==> src/rtl/stopwatch_pkg.sv <==
// Shared definitions for the MM:SS BCD stopwatch.
//   stateT       : control FSM states (IDLE / RUN / PAUSE)
//   BCD_W        : width of one BCD digit
//   SEC_TENS_MAX : largest seconds-tens digit
//   DIGIT_MAX    : largest decimal digit
package stopwatch_pkg;

    localparam int unsigned BCD_W        = 4;
    localparam int unsigned SEC_TENS_MAX = 5;
    localparam int unsigned DIGIT_MAX    = 9;

    typedef enum logic [1:0] {
        IDLE  = 2'd0,
        RUN   = 2'd1,
        PAUSE = 2'd2
    } stateT;

endpackage

==> src/rtl/bcd_digit_counter.sv <==
// One wrapping BCD digit, 0..MAX.
//   inClock  in  : system clock
//   inResetN in  : asynchronous active-low reset
//   inc      in  : advance by one this cycle
//   clr      in  : force to zero (wins over inc)
//   digit    out : registered digit value
//   carry    out : combinational, high when inc wraps MAX -> 0
module bcd_digit_counter
    import stopwatch_pkg::*;
#(
    parameter int unsigned MAX = DIGIT_MAX
) (
    input  logic             inClock,
    input  logic             inResetN,
    input  logic             inc,
    input  logic             clr,
    output logic [BCD_W-1:0] digit,
    output logic             carry
);

    logic atMax;

    assign atMax = (digit == BCD_W'(MAX));
    assign carry = inc & atMax;

    // Digit register; clear has priority so a same-cycle increment is dropped.
    always_ff @(posedge inClock or negedge inResetN) begin
        if (!inResetN) begin
            digit <= '0;
        end else if (clr) begin
            digit <= '0;
        end else if (inc) begin
            digit <= atMax ? '0 : digit + BCD_W'(1);
        end
    end

endmodule

==> src/rtl/stopwatch_bcd.sv <==
// MM:SS stopwatch in the inClock domain, advanced by rising edges of the
// 1 Hz slowClock, which is sampled as data through a synchroniser.
// Optional lap freeze: define STOPWATCH_LAP_EN.
//   inClock   in  : 100 MHz system clock
//   inResetN  in  : asynchronous active-low reset
//   slowClock in  : 1 Hz square wave
//   startStop in  : pulse, start/pause toggle
//   clear     in  : pulse, zero count and stop
//   lap       in  : pulse, lap freeze toggle (only with STOPWATCH_LAP_EN)
//   secOnes/secTens/minOnes/minTens out : BCD digits
//   running   out : high while in RUN
//   rollover  out : one-cycle pulse on wrap to 00:00
module stopwatch_bcd
    import stopwatch_pkg::*;
#(
    parameter int unsigned SYNC_STAGES  = 2,
    parameter int unsigned MIN_TENS_MAX = 5
) (
    input  logic             inClock,
    input  logic             inResetN,
    input  logic             slowClock,
    input  logic             startStop,
    input  logic             clear,
    input  logic             lap,
    output logic [BCD_W-1:0] secOnes,
    output logic [BCD_W-1:0] secTens,
    output logic [BCD_W-1:0] minOnes,
    output logic [BCD_W-1:0] minTens,
    output logic             running,
    output logic             rollover
);

    logic [SYNC_STAGES-1:0] syncReg;
    logic                   syncPrev;
    logic                   tick;
    stateT                  state;
    stateT                  nextState;
    logic                   incSec;
    logic                   carrySecOnes;
    logic                   carrySecTens;
    logic                   carryMinOnes;
    logic                   wrap;
    logic [BCD_W-1:0]       liveSecOnes;
    logic [BCD_W-1:0]       liveSecTens;
    logic [BCD_W-1:0]       liveMinOnes;
    logic [BCD_W-1:0]       liveMinTens;

    // Synchroniser plus registered rising-edge detect on the last stage.
    always_ff @(posedge inClock or negedge inResetN) begin
        if (!inResetN) begin
            syncReg  <= '0;
            syncPrev <= 1'b0;
            tick     <= 1'b0;
        end else begin
            syncReg[0] <= slowClock;
            for (int i = 1; i < int'(SYNC_STAGES); i++) begin
                syncReg[i] <= syncReg[i-1];
            end
            syncPrev <= syncReg[SYNC_STAGES-1];
            tick     <= syncReg[SYNC_STAGES-1] & ~syncPrev;
        end
    end

    // State register plus registered status outputs.
    always_ff @(posedge inClock or negedge inResetN) begin
        if (!inResetN) begin
            state    <= IDLE;
            running  <= 1'b0;
            rollover <= 1'b0;
        end else begin
            state    <= nextState;
            running  <= (nextState == RUN);
            rollover <= wrap;
        end
    end

    // Next state; clear beats startStop beats tick, and ticks outside RUN are dropped.
    always_comb begin
        nextState = state;
        incSec    = 1'b0;
        if (clear) begin
            nextState = IDLE;
        end else if (startStop) begin
            case (state)
                IDLE:    nextState = RUN;
                RUN:     nextState = PAUSE;
                PAUSE:   nextState = RUN;
                default: nextState = IDLE;
            endcase
        end else if (tick && (state == RUN)) begin
            incSec = 1'b1;
        end
    end

    bcd_digit_counter #(.MAX(DIGIT_MAX)) uSecOnes (
        .inClock(inClock), .inResetN(inResetN), .inc(incSec), .clr(clear),
        .digit(liveSecOnes), .carry(carrySecOnes)
    );

    bcd_digit_counter #(.MAX(SEC_TENS_MAX)) uSecTens (
        .inClock(inClock), .inResetN(inResetN), .inc(carrySecOnes), .clr(clear),
        .digit(liveSecTens), .carry(carrySecTens)
    );

    bcd_digit_counter #(.MAX(DIGIT_MAX)) uMinOnes (
        .inClock(inClock), .inResetN(inResetN), .inc(carrySecTens), .clr(clear),
        .digit(liveMinOnes), .carry(carryMinOnes)
    );

    // Carry out of the top digit is the wrap to 00:00.
    bcd_digit_counter #(.MAX(MIN_TENS_MAX)) uMinTens (
        .inClock(inClock), .inResetN(inResetN), .inc(carryMinOnes), .clr(clear),
        .digit(liveMinTens), .carry(wrap)
    );

`ifdef STOPWATCH_LAP_EN
    logic             frozen;
    logic [BCD_W-1:0] snapSecOnes;
    logic [BCD_W-1:0] snapSecTens;
    logic [BCD_W-1:0] snapMinOnes;
    logic [BCD_W-1:0] snapMinTens;

    // Lap freeze: snapshot taken on entry, live count keeps advancing underneath.
    always_ff @(posedge inClock or negedge inResetN) begin
        if (!inResetN) begin
            frozen      <= 1'b0;
            snapSecOnes <= '0;
            snapSecTens <= '0;
            snapMinOnes <= '0;
            snapMinTens <= '0;
        end else if (clear) begin
            frozen <= 1'b0;
        end else if (lap && (state != IDLE)) begin
            frozen <= ~frozen;
            if (!frozen) begin
                snapSecOnes <= liveSecOnes;
                snapSecTens <= liveSecTens;
                snapMinOnes <= liveMinOnes;
                snapMinTens <= liveMinTens;
            end
        end
    end

    assign secOnes = frozen ? snapSecOnes : liveSecOnes;
    assign secTens = frozen ? snapSecTens : liveSecTens;
    assign minOnes = frozen ? snapMinOnes : liveMinOnes;
    assign minTens = frozen ? snapMinTens : liveMinTens;
`else
    logic unusedLap;

    assign unusedLap = lap;
    assign secOnes   = liveSecOnes;
    assign secTens   = liveSecTens;
    assign minOnes   = liveMinOnes;
    assign minTens   = liveMinTens;
`endif

endmodule
==> config.mk <==
export PLATFORM = sky130hd
export DESIGN_NAME = stopwatch_bcd
export DESIGN_NICKNAME = d
export VERILOG_FILES = /design/src/rtl/stopwatch_pkg.sv /design/src/rtl/bcd_digit_counter.sv /design/src/rtl/stopwatch_bcd.sv
export SDC_FILE = /design/constraint.sdc
export NUM_CORES = 1
export LEC_CHECK = 0
export CAP_MARGIN = 0
export CORE_MARGIN = 8
export CORE_UTILIZATION = 30
export DETAILED_ROUTE_END_ITERATION = 16
export HOLD_SLACK_MARGIN = 0.12
export PLACE_DENSITY = 0.56
export SYNTH_ARGS = -nofsm -noshare
export SYNTH_HDL_FRONTEND = slang
export SYNTH_SLANG_ARGS = --single-unit
==> constraint.sdc <==
create_clock -name inClock -period 1.93 [get_ports inClock]
set_clock_uncertainty 0.2 [all_clocks]
set_input_delay 0.193 -clock inClock [delete_from_list [all_inputs] [get_ports inClock]]
set_output_delay 0.193 -clock inClock [all_outputs]
set_load 0.1 [all_outputs]
# [Word level (Yosys, flattened, before mapping)]
# Index checks and enable logic that the tools add are counted.
[classes] div=0 eq_ne=7 n_mul=0 n_mux=18 n_bitwise=6 add_sub_neg=4 magnitude_cmp=0 reduce_logical=7 n_shift=0
[ops] cell="2-to-1 mux 4 bit" n=12
[ops] cell="adder 4 x 1 -> 4 bit (second input constant)" n=4
[ops] cell="== test 4 x 3 -> 1 bit (second input constant)" n=2
[ops] cell="== test 4 bit (second input constant)" n=2
[ops] cell="nonzero test 2 bit" n=4
[ops] cell="bitwise AND 1 bit" n=5
[ops] cell="== test 2 x 1 -> 1 bit (second input constant)" n=2
[ops] cell="2-to-1 mux 2 bit" n=2
[ops] cell="case mux 2 bit (2 select lines)" n=1
[ops] cell="2-to-1 mux 1 bit" n=3
[ops] cell="== test 2 bit (second input constant)" n=1
[ops] cell="zero test 2 bit" n=1
[ops] cell="OR reduction 2 bit" n=1
[ops] cell="logical AND 1 bit" n=1
[ops] cell="NOT 1 bit" n=1
[word_totals] rom_bits=0 latch_bits=0 mem_bits_rw=0 input_bits=6 out_inout_bits=18 memories=0 wordCells=52 reg_bits=24

# [Depth between registers and ports, before layout]
# Gate-level depths: netlist of the first run.
[depth] word_depth=10 mapped_depth=6

# [By module]
# From an unflattened synthesis of the first run, not the netlist that was laid out.
[hier_totals] hier_cells=116 area_unflattened_um2=1221.2
[modules_own_cells] module="bcd_digit_counter at uMinOnes ..." cells_each=26 seq_area_each_um2=100.1 area_per_inst_um2=241.5 n_inst=2
[modules_own_cells] module="bcd_digit_counter at uMinTens ..." cells_each=23 seq_area_each_um2=100.1 area_per_inst_um2=234.0 n_inst=2
[modules_own_cells] module="stopwatch_bcd" cells_each=18 seq_area_each_um2=200.2 area_per_inst_um2=270.3 n_inst=1

# [Worst setup path after synthesis of the first run]
# Ideal clock, no wire load.
[synth_timing] path_type="flip-flop to flip-flop" start="reg uSecOnes.digit[0]" end="reg uMinTens.digit[3]" setup_slack_ns=-0.524 synth_period_minus_slack_ns=2.454 setup_time_ns=0.078 stages_incl_launch_ff=6 t_required_ns=1.652 arrival_ns=2.176 path_cell_list="dfrtp_1 ha_1 and4bb_4 nand4_4 or4_1 a21oi_1"
[synth_via] elab_chain_len=5
[synth_rtl] element="start, declared" line="bcd_digit_counter.sv:17" rtl="output logic [BCD_W-1:0] digit,"
[synth_rtl] element="start signal, assigned" line="bcd_digit_counter.sv:33" rtl="digit <= atMax ? '0 : digit + BCD_W'(1);"
[synth_rtl] element="== test 4 bit" line="bcd_digit_counter.sv:23" rtl="assign atMax = (digit == BCD_W'(MAX));"
[synth_rtl] element="bitwise AND 1 bit (3 in a row)" line="bcd_digit_counter.sv:24" rtl="assign carry = inc & atMax;"
[synth_rtl] element="nonzero test 2 bit (no source line)"
[synth_rtl] element="end signal, assigned" line="bcd_digit_counter.sv:33"
[synth_rtl] element="end, declared" line="bcd_digit_counter.sv:17"
# No other way between the ends.
# A chain may end at the register's enable or synchronous reset.

# [Final worst setup path of the first run]
[layout_timing] start="reg uSecOnes.digit[1]" end="reg uMinTens.digit[3]"
# The elaborated chain is that of the path after synthesis.

==> results of run 1 <==
[Yosys cell counts (all sizes together), types with 4 or more instances]
cell type  number
or3             4
o21ai           7
a21oi           6
nor3            4
nand3           5
nand2           9
inv             6
ha              6
dfrtp          24
nor2            8
[stage by stage]
stage / cells / setup slack, ps / hold slack (ps) / utilization, %
global route: 203 / -39.1 / 162 / 47.7
finish: 203 / 34.7 / 155 / 47.7
detailed placement: 198 / -24.3 / 136 / 44.8
floorplan: 117 / -49.4 / -303 / -
CTS: 203 / 29.2 / 156 / 46.8
global placement: 198 / -4.63 / 138 / 44.8
[per-layer routing]
layer  vias to the layer above  GRT usage, %  part of all wire, %
li1                        492             -                    -
met1                       522          11.0                   43
met2                        21          14.7                   49
met3                         2          3.49                  6.8
met4                         0          4.18                 0.60
met5                         -             0                    0
[power breakdown]
| group | leakage (µW) | total [µW] | switching, µW | internal, µW |
|---|---|---|---|---|
| sequential | 0.000300 | 520 | 7.11 | 513 |
| combinational | 0.000434 | 82.7 | 52.1 | 30.7 |
| clock | 0.0000357 | 443 | 166 | 277 |
[sequential cells by signal, summed over array words and instances, names as in the netlist]
signal / cells
uMinOnes.digit: 4
uMinTens.digit: 4
uSecOnes.digit: 4
uSecTens.digit: 4
state: 2
syncReg: 2
rollover: 1
running: 1
syncPrev: 1
tick: 1
[cells in the final DEF, fill, tap and decap left out, types with 2 or more instances in the layout]
| cell type | n |
|---|---|
| nor2_1 | 7 |
| dfrtp_1 | 10 |
| and3b_1 | 2 |
| clkdlybuf4s50_1 | 4 |
| clkbuf_8 | 3 |
| or3_1 | 4 |
| xnor2_1 | 3 |
| buf_4 | 14 |
| nor2b_1 | 2 |
| nor3_1 | 3 |
| a21oi_1 | 4 |
| o21ai_1 | 6 |
| inv_2 | 2 |
| a31oi_1 | 3 |
| nand4b_1 | 2 |
| and2_1 | 2 |
| inv_1 | 4 |
| a21oi_2 | 2 |
| buf_12 | 16 |
| nand3_1 | 5 |
| ha_1 | 4 |
| nand3b_1 | 2 |
| dfrtp_4 | 4 |
| mux2i_1 | 2 |
| dfrtp_2 | 10 |
| nand2_1 | 9 |
[worst register-to-register path, cell delays in order, from the launching register on]
cell	delay (ps)
dfrtp_4	490
inv_2	70
ha_4	140
and4bb_4	260
nand4_4	130
or4_4	430
a21oi_2	120
[layout make-up]
type	count	area, µm²	area share [%]
Sequential cell	24	628	33.2
Tap cell	50	62.6	3.30
Clock buffer	3	41.3	2.18
Clock inverter	1	30.0	1.59
Inverter	6	22.5	1.19
Multi-Input combinational cell	84	633	33.4
Timing Repair Buffer	35	475	25.1
[cell families (layout without fill, tap and decap cells)]
group,Yosys count,count (layout),synth area share [%]
simple gates,53,53,28.3
flops,24,24,48.9
compound gates,20,20,9.48
buf+inv,9,45,3.36
fa+ha+maj,6,6,6.12
xor+xnor,3,3,2.14
mux,2,2,1.63
[timing repair]
action                                 4_1_cts  5_1_grt
setup endpoints to repair                    0        7
hold buffers                                 1        0
gates resized for setup                      0        8
endpoints found under the hold margin       24        0
[path summary, 6_finish.rpt]
path / from / end / slack [ps] / cells after the start
hold / removal: syncReg[0]$_DFF_PN0_ / syncReg[1]$_DFF_PN0_ / 150 / 0
setup / recovery: uSecOnes.digit[1]$_DFFE_PN0P_ / uMinTens.digit[3]$_DFFE_PN0P_ / 30 / 6
hold reg to reg: syncReg[0]$_DFF_PN0_ / syncReg[1]$_DFF_PN0_ / 150 / 0
min in group asynchronous: inResetN / uSecOnes.digit[0]$_DFFE_PN0P_ / 620 / 3
setup reg to reg: uSecOnes.digit[1]$_DFFE_PN0P_ / uMinTens.digit[3]$_DFFE_PN0P_ / 30 / 6
max in group asynchronous: inResetN / uSecOnes.digit[1]$_DFFE_PN0P_ / 640 / 3
==> out/metrics.csv, run 1 <==
stage;metric;value;unit
die;Die Ht;80.0;µm
logic_synthesis;Avg Cell Area, Syn;10.5;µm²
route;Via-to-Cell Ratio;5.11;
route;Detailed Route Iter0 Violations;56;
clocking;H-tree Lvls;1;
placed_design;DP Area;1780;µm²
logic_synthesis;syn nets;129;
logic_synthesis;Main synth FF type;dfrtp_1;
clocking;CTS tree;done;
global_routing;grt ovf;0;
critical_path;worst stage delay on the critical path;490;ps
global_routing;initial antenna violation count;0;
placed_design;RePlAce Congestion;0.838;
power_and_ir_drop;total power;1050;µW
logic_synthesis;sequential area share after synthesis;48.9;%
global_routing;vias in the first global route;1033;
clocking;Clock transition at path regs;90;ps
global_routing;largest net degree at the start of global routing;25;
hold_path;min-delay worst type;reg -> reg;
die;Die X;80.0;µm
cells_and_area;post-route cell area;1890;µm²
power_and_ir_drop;leakage;0.000770;µW
sta;slew margin rel.;78.9;%
die;Initial Util;30.9;%
critical_path;cell family with most CP delay;simple AND/OR/NAND/NOR gates;
critical_path;crit path DAT;1900;ps
logic_synthesis;#FFs+latches synth;24;
cells_and_area;P&R area growth vs syn;54.2;%
die;total core area;3970;µm²
cells_and_area;Nets;166;
power_and_ir_drop;pwr/cell area;552;nW/µm²
logic_synthesis;fraction of registers with async set/reset;100;%
clocking;CTS root buffer;clkbuf_8;
logic_synthesis;Syn Inst Count;117;
sta;Setup-failing EPs final;0;
die;die area;6390;µm²
route;total number of vias;1037;
logic_synthesis;number of synthesized flops with an enable pin;0;
logic_synthesis;Cell variety after synth;36;
clocking;postcts setup bufs;0;
logic_synthesis;Synth top area share;48.9;%
critical_path;CP endpoint kind;register;
route;antenna viol nets, final;0;
logic_synthesis;Yosys warning count;0;
logic_synthesis;Synth Cell Area;1230;µm²
sta;RSZ-0062 raised after global routing;yes;
sta;minimum clock period;1900;ps
sta;max-slew violations;0;
route;drt first pass iters;4;
global_routing;global-route wire length before repair;4.77;mm
critical_path;Critical-path top delay cell;dfrtp_4;
clocking;Clock Sinks;24;
logic_synthesis;Yosys top cell by area;dfrtp_1;
die;number of placed I/O pins;24;
clocking;CTS Buf Count;3;
critical_path;peak fanout along the critical path;6;
critical_path;WS Path Type;reg -> reg;
logic_synthesis;synth top area cells;dfrtp_1 49%, ha_1 6.1%, nand2_1 2.8%;
cells_and_area;FILL cells;356;
clocking;Worst-Skew Late Latency;270;ps
cells_and_area;Ant. Diodes;0;
job;max_cap viols;0;
critical_path;Buf+Inv Stages, Crit Path;1;
route;DR WL/cell;14.0;µm
placed_design;Port Buffers;22;
cells_and_area;share of cells above drive strength 1;41.8;%
sta;fin crit share;98.2;%
run_status;status;finished, final reports clean;
sta;Max Freq;0.528;GHz
sta;Worst Tran Pin Value;317;ps
critical_path;Critical Path Source Type;register;
critical_path;crit-path cells;inv_2 -> ha_4 -> and4bb_4 -> nand4_4 -> or4_4 -> a21oi_2;
sta;TNS Setup;0;ps
sta;Final Hold Fails;0;
critical_path;CP required;1930;ps
die;site row count;23;
route;WL final;2.84;mm
placed_design;DP HPWL;2.15;mm
power_and_ir_drop;Peak VDD IR;249;µV
global_routing;GRT Total Usage;9.32;%
route;DRC;0;
clocking;CTS Buffer Depth;2;
Power figures use the tool's default switching activity.
==> run 2, diff against run 1 <==
- HOLD_SLACK_MARGIN: 0.12 -> default
==> run 2 against run 1 <==
Highest routed layer unchanged. Sequential power is essentially flat. Worst hold slack worse by 79 ps. Via count about the same. Sequential share of layout area rose by 0.18 points. Critical endpoint unchanged. Final cell count is 0.49% lower. Cell area is 0.53% lower. Combinational power shrank 2%. Sequential cell count did not move. Register-to-register slack about the same. Critical path depth unchanged. Clock-buffer cell count unchanged.
==> out/metrics.csv, run 2 (synthesis gave the netlist of run 1 again) <==
stage;metric;value;unit;change
clocking;Clock transition at path regs;90;ps;about the same
sta;fin crit share;98.2;%;about the same
cells_and_area;Ant. Diodes;0;;unchanged
clocking;CTS tree;done;;
sta;minimum clock period;1900;ps;-0.0639 ps
sta;Fin Hold WS;75.8;ps;-79.0 ps
power_and_ir_drop;leakage;0.000766;µW;-0.54%
job;max_cap viols;0;;unchanged
placed_design;Placed Cells;198;;unchanged
route;Via-to-Cell Ratio;5.13;;+0.40%
cells_and_area;share of cells above drive strength 1;42.1;%;+0.28 points
die;Initial Util;30.9;%;unchanged
critical_path;Worst Setup SP;uSecOnes.digit[1]$_DFFE_PN0P_;;
route;antenna viol nets, final;0;;unchanged
clocking;postcts setup bufs;0;;unchanged
critical_path;CP endpoint kind;register;;
cells_and_area;final non-filler cell total;202;;-0.49%
power_and_ir_drop;pwr/cell area;554;nW/µm²;+0.37%
global_routing;GRT Total Usage;9.30;%;-0.023 points
global_routing;grt ovf;0;;unchanged
placed_design;DP HPWL;2.15;mm;unchanged
route;WL final;2.83;mm;-0.14%
sta;Setup-failing EPs final;0;;unchanged
route;Detailed Route Iter0 Violations;61;;+8.9%
critical_path;CP required;1930;ps;about the same
placed_design;RePlAce Congestion;0.838;;unchanged
route;DRC;0;;unchanged
die;die area;6390;µm²;unchanged
cells_and_area;commonest non-fill, non-tap cell in the layout;buf_12;;
sta;slew margin rel.;78.8;%;about the same
cells_and_area;most frequent cells in the layout;16 x buf_12, 14 x buf_4, 10 x dfrtp_1, 10 x dfrtp_2, 9 x nand2_1;;
placed_design;Port Buffers;22;;unchanged
cells_and_area;Nets;165;;-0.60%
cells_and_area;FILL cells;360;;+1.1%
run_status;status;finished, final reports clean;;
critical_path;r2r endpoint;uMinTens.digit[3]$_DFFE_PN0P_;;
die;site row count;23;;unchanged
clocking;H-tree Lvls;1;;unchanged
sta;max-slew violations;0;;unchanged
critical_path;crit path DAT;1900;ps;about the same
power_and_ir_drop;Peak VDD IR;248;µV;-0.27%
clocking;Clock Sinks;24;;unchanged
die;total core area;3970;µm²;unchanged
clocking;CTS root buffer;clkbuf_8;;
route;total number of vias;1036;;-0.096%
critical_path;WS Path Type;reg -> reg;;
global_routing;initial antenna violation count;0;;unchanged
global_routing;vias in the first global route;1030;;-0.29%
critical_path;RR Startpoint;uSecOnes.digit[1]$_DFFE_PN0P_;;
route;drt first pass iters;4;;unchanged
sta;final worst setup slack;34.8;ps;+0.0639 ps
global_routing;largest net degree at the start of global routing;25;;unchanged
clocking;CTS Buffer Depth;2;;unchanged
die;Die Ht;80.0;µm;unchanged
critical_path;cells on worst reg2reg path;6;;unchanged
die;number of placed I/O pins;24;;unchanged
critical_path;flop2flop setup slack;30;ps;about the same
hold_path;min-delay worst type;in -> async;;
clocking;Worst-Skew Late Latency;260;ps;about the same
critical_path;peak fanout along the critical path;6;;unchanged
cells_and_area;P&R area growth vs syn;53.4;%;
sta;Max Freq;0.528;GHz;about the same
critical_path;Critical Path Source Type;register;;
cells_and_area;Util after Layout;47.4;%;-0.25 points
sta;RSZ-0062 raised after global routing;yes;;
sta;Worst Tran Pin Value;317;ps;+0.329 ps
clocking;CTS Buf Count;3;;unchanged
sta;Final Hold Fails;0;;unchanged
placed_design;Post-Place Setup Slack;-24.3;ps;unchanged
global_routing;global-route wire length before repair;4.75;mm;-0.27%
route;DR WL/cell;14.0;µm;+0.35%
die;Die X;80.0;µm;unchanged
==> run 2: cell count changes in the layout (fill, tap and decap cells not counted) <==
cell           delta
dlygate4sd3_1     -1
==> run 2: metrics by stage <==
step	instance area (µm²)	power, µW	setup TNS (ps)
after global routing	1880	1080	-39.1
final	1880	1040	0
after detailed placement	1780	612	-24.3
after floorplan	1270	572	-73.9
after CTS	1850	1060	0
after global placement	1780	608	-4.63
==> run 2: worst max-delay path by stage <==
stage | endpoint | slack [ps] | cells after the start
2_1_floorplan | uMinTens.digit[3]$_DFFE_PN0P_ | -50 | 6
6_report | uMinTens.digit[3]$_DFFE_PN0P_ | 30 | 6
4_1_cts | uMinTens.digit[3]$_DFFE_PN0P_ | 30 | 6
3_5_place_dp | uMinTens.digit[3]$_DFFE_PN0P_ | -20 | 5
5_1_grt | uMinTens.digit[3]$_DFFE_PN0P_ | -40 | 6
3_3_place_gp | uMinTens.digit[3]$_DFFE_PN0P_ | -5 | 5
==> run 2: where the power goes <==
part           internal [µW]  leakage (µW)  total (µW)  switching (µW)
Combinational           29.3      0.000430        81.1            51.8
Clock                    277     0.0000357         443             166
Sequential               513      0.000300         520            7.11
==> run 2: worst max-delay path, cell delays in order, from the launching register on <==
cell	delay, ps
dfrtp_4	490
inv_2	70
ha_4	140
and4bb_4	260
nand4_4	130
or4_4	430
a21oi_2	120
==> run 2: routing by layer <==
layer  share of wire, %  GRT usage, %  vias up  routed length, µm
met1                 44          11.0      523               1230
li1                   -             -      490                  -
met5                  0             0        -                  0
met2                 49          14.7       21               1400
met4               0.60          4.18        0                 17
met3                6.5          3.38        2                183
==> run 2: what timing repair did <==
item	4_1_cts	5_1_grt
gates resized for setup	0	8
endpoints found under the setup margin	0	7
hold buffers	0	0
==> run 2: layout make-up <==
class	instances	area [µm²]	area share (%)
Multi-Input combinational cell	84	633	33.6
Sequential cell	24	628	33.4
Inverter	6	22.5	1.20
Clock buffer	3	41.3	2.19
Timing Repair Buffer	34	465	24.7
Clock inverter	1	30.0	1.59
Tap cell	50	62.6	3.32
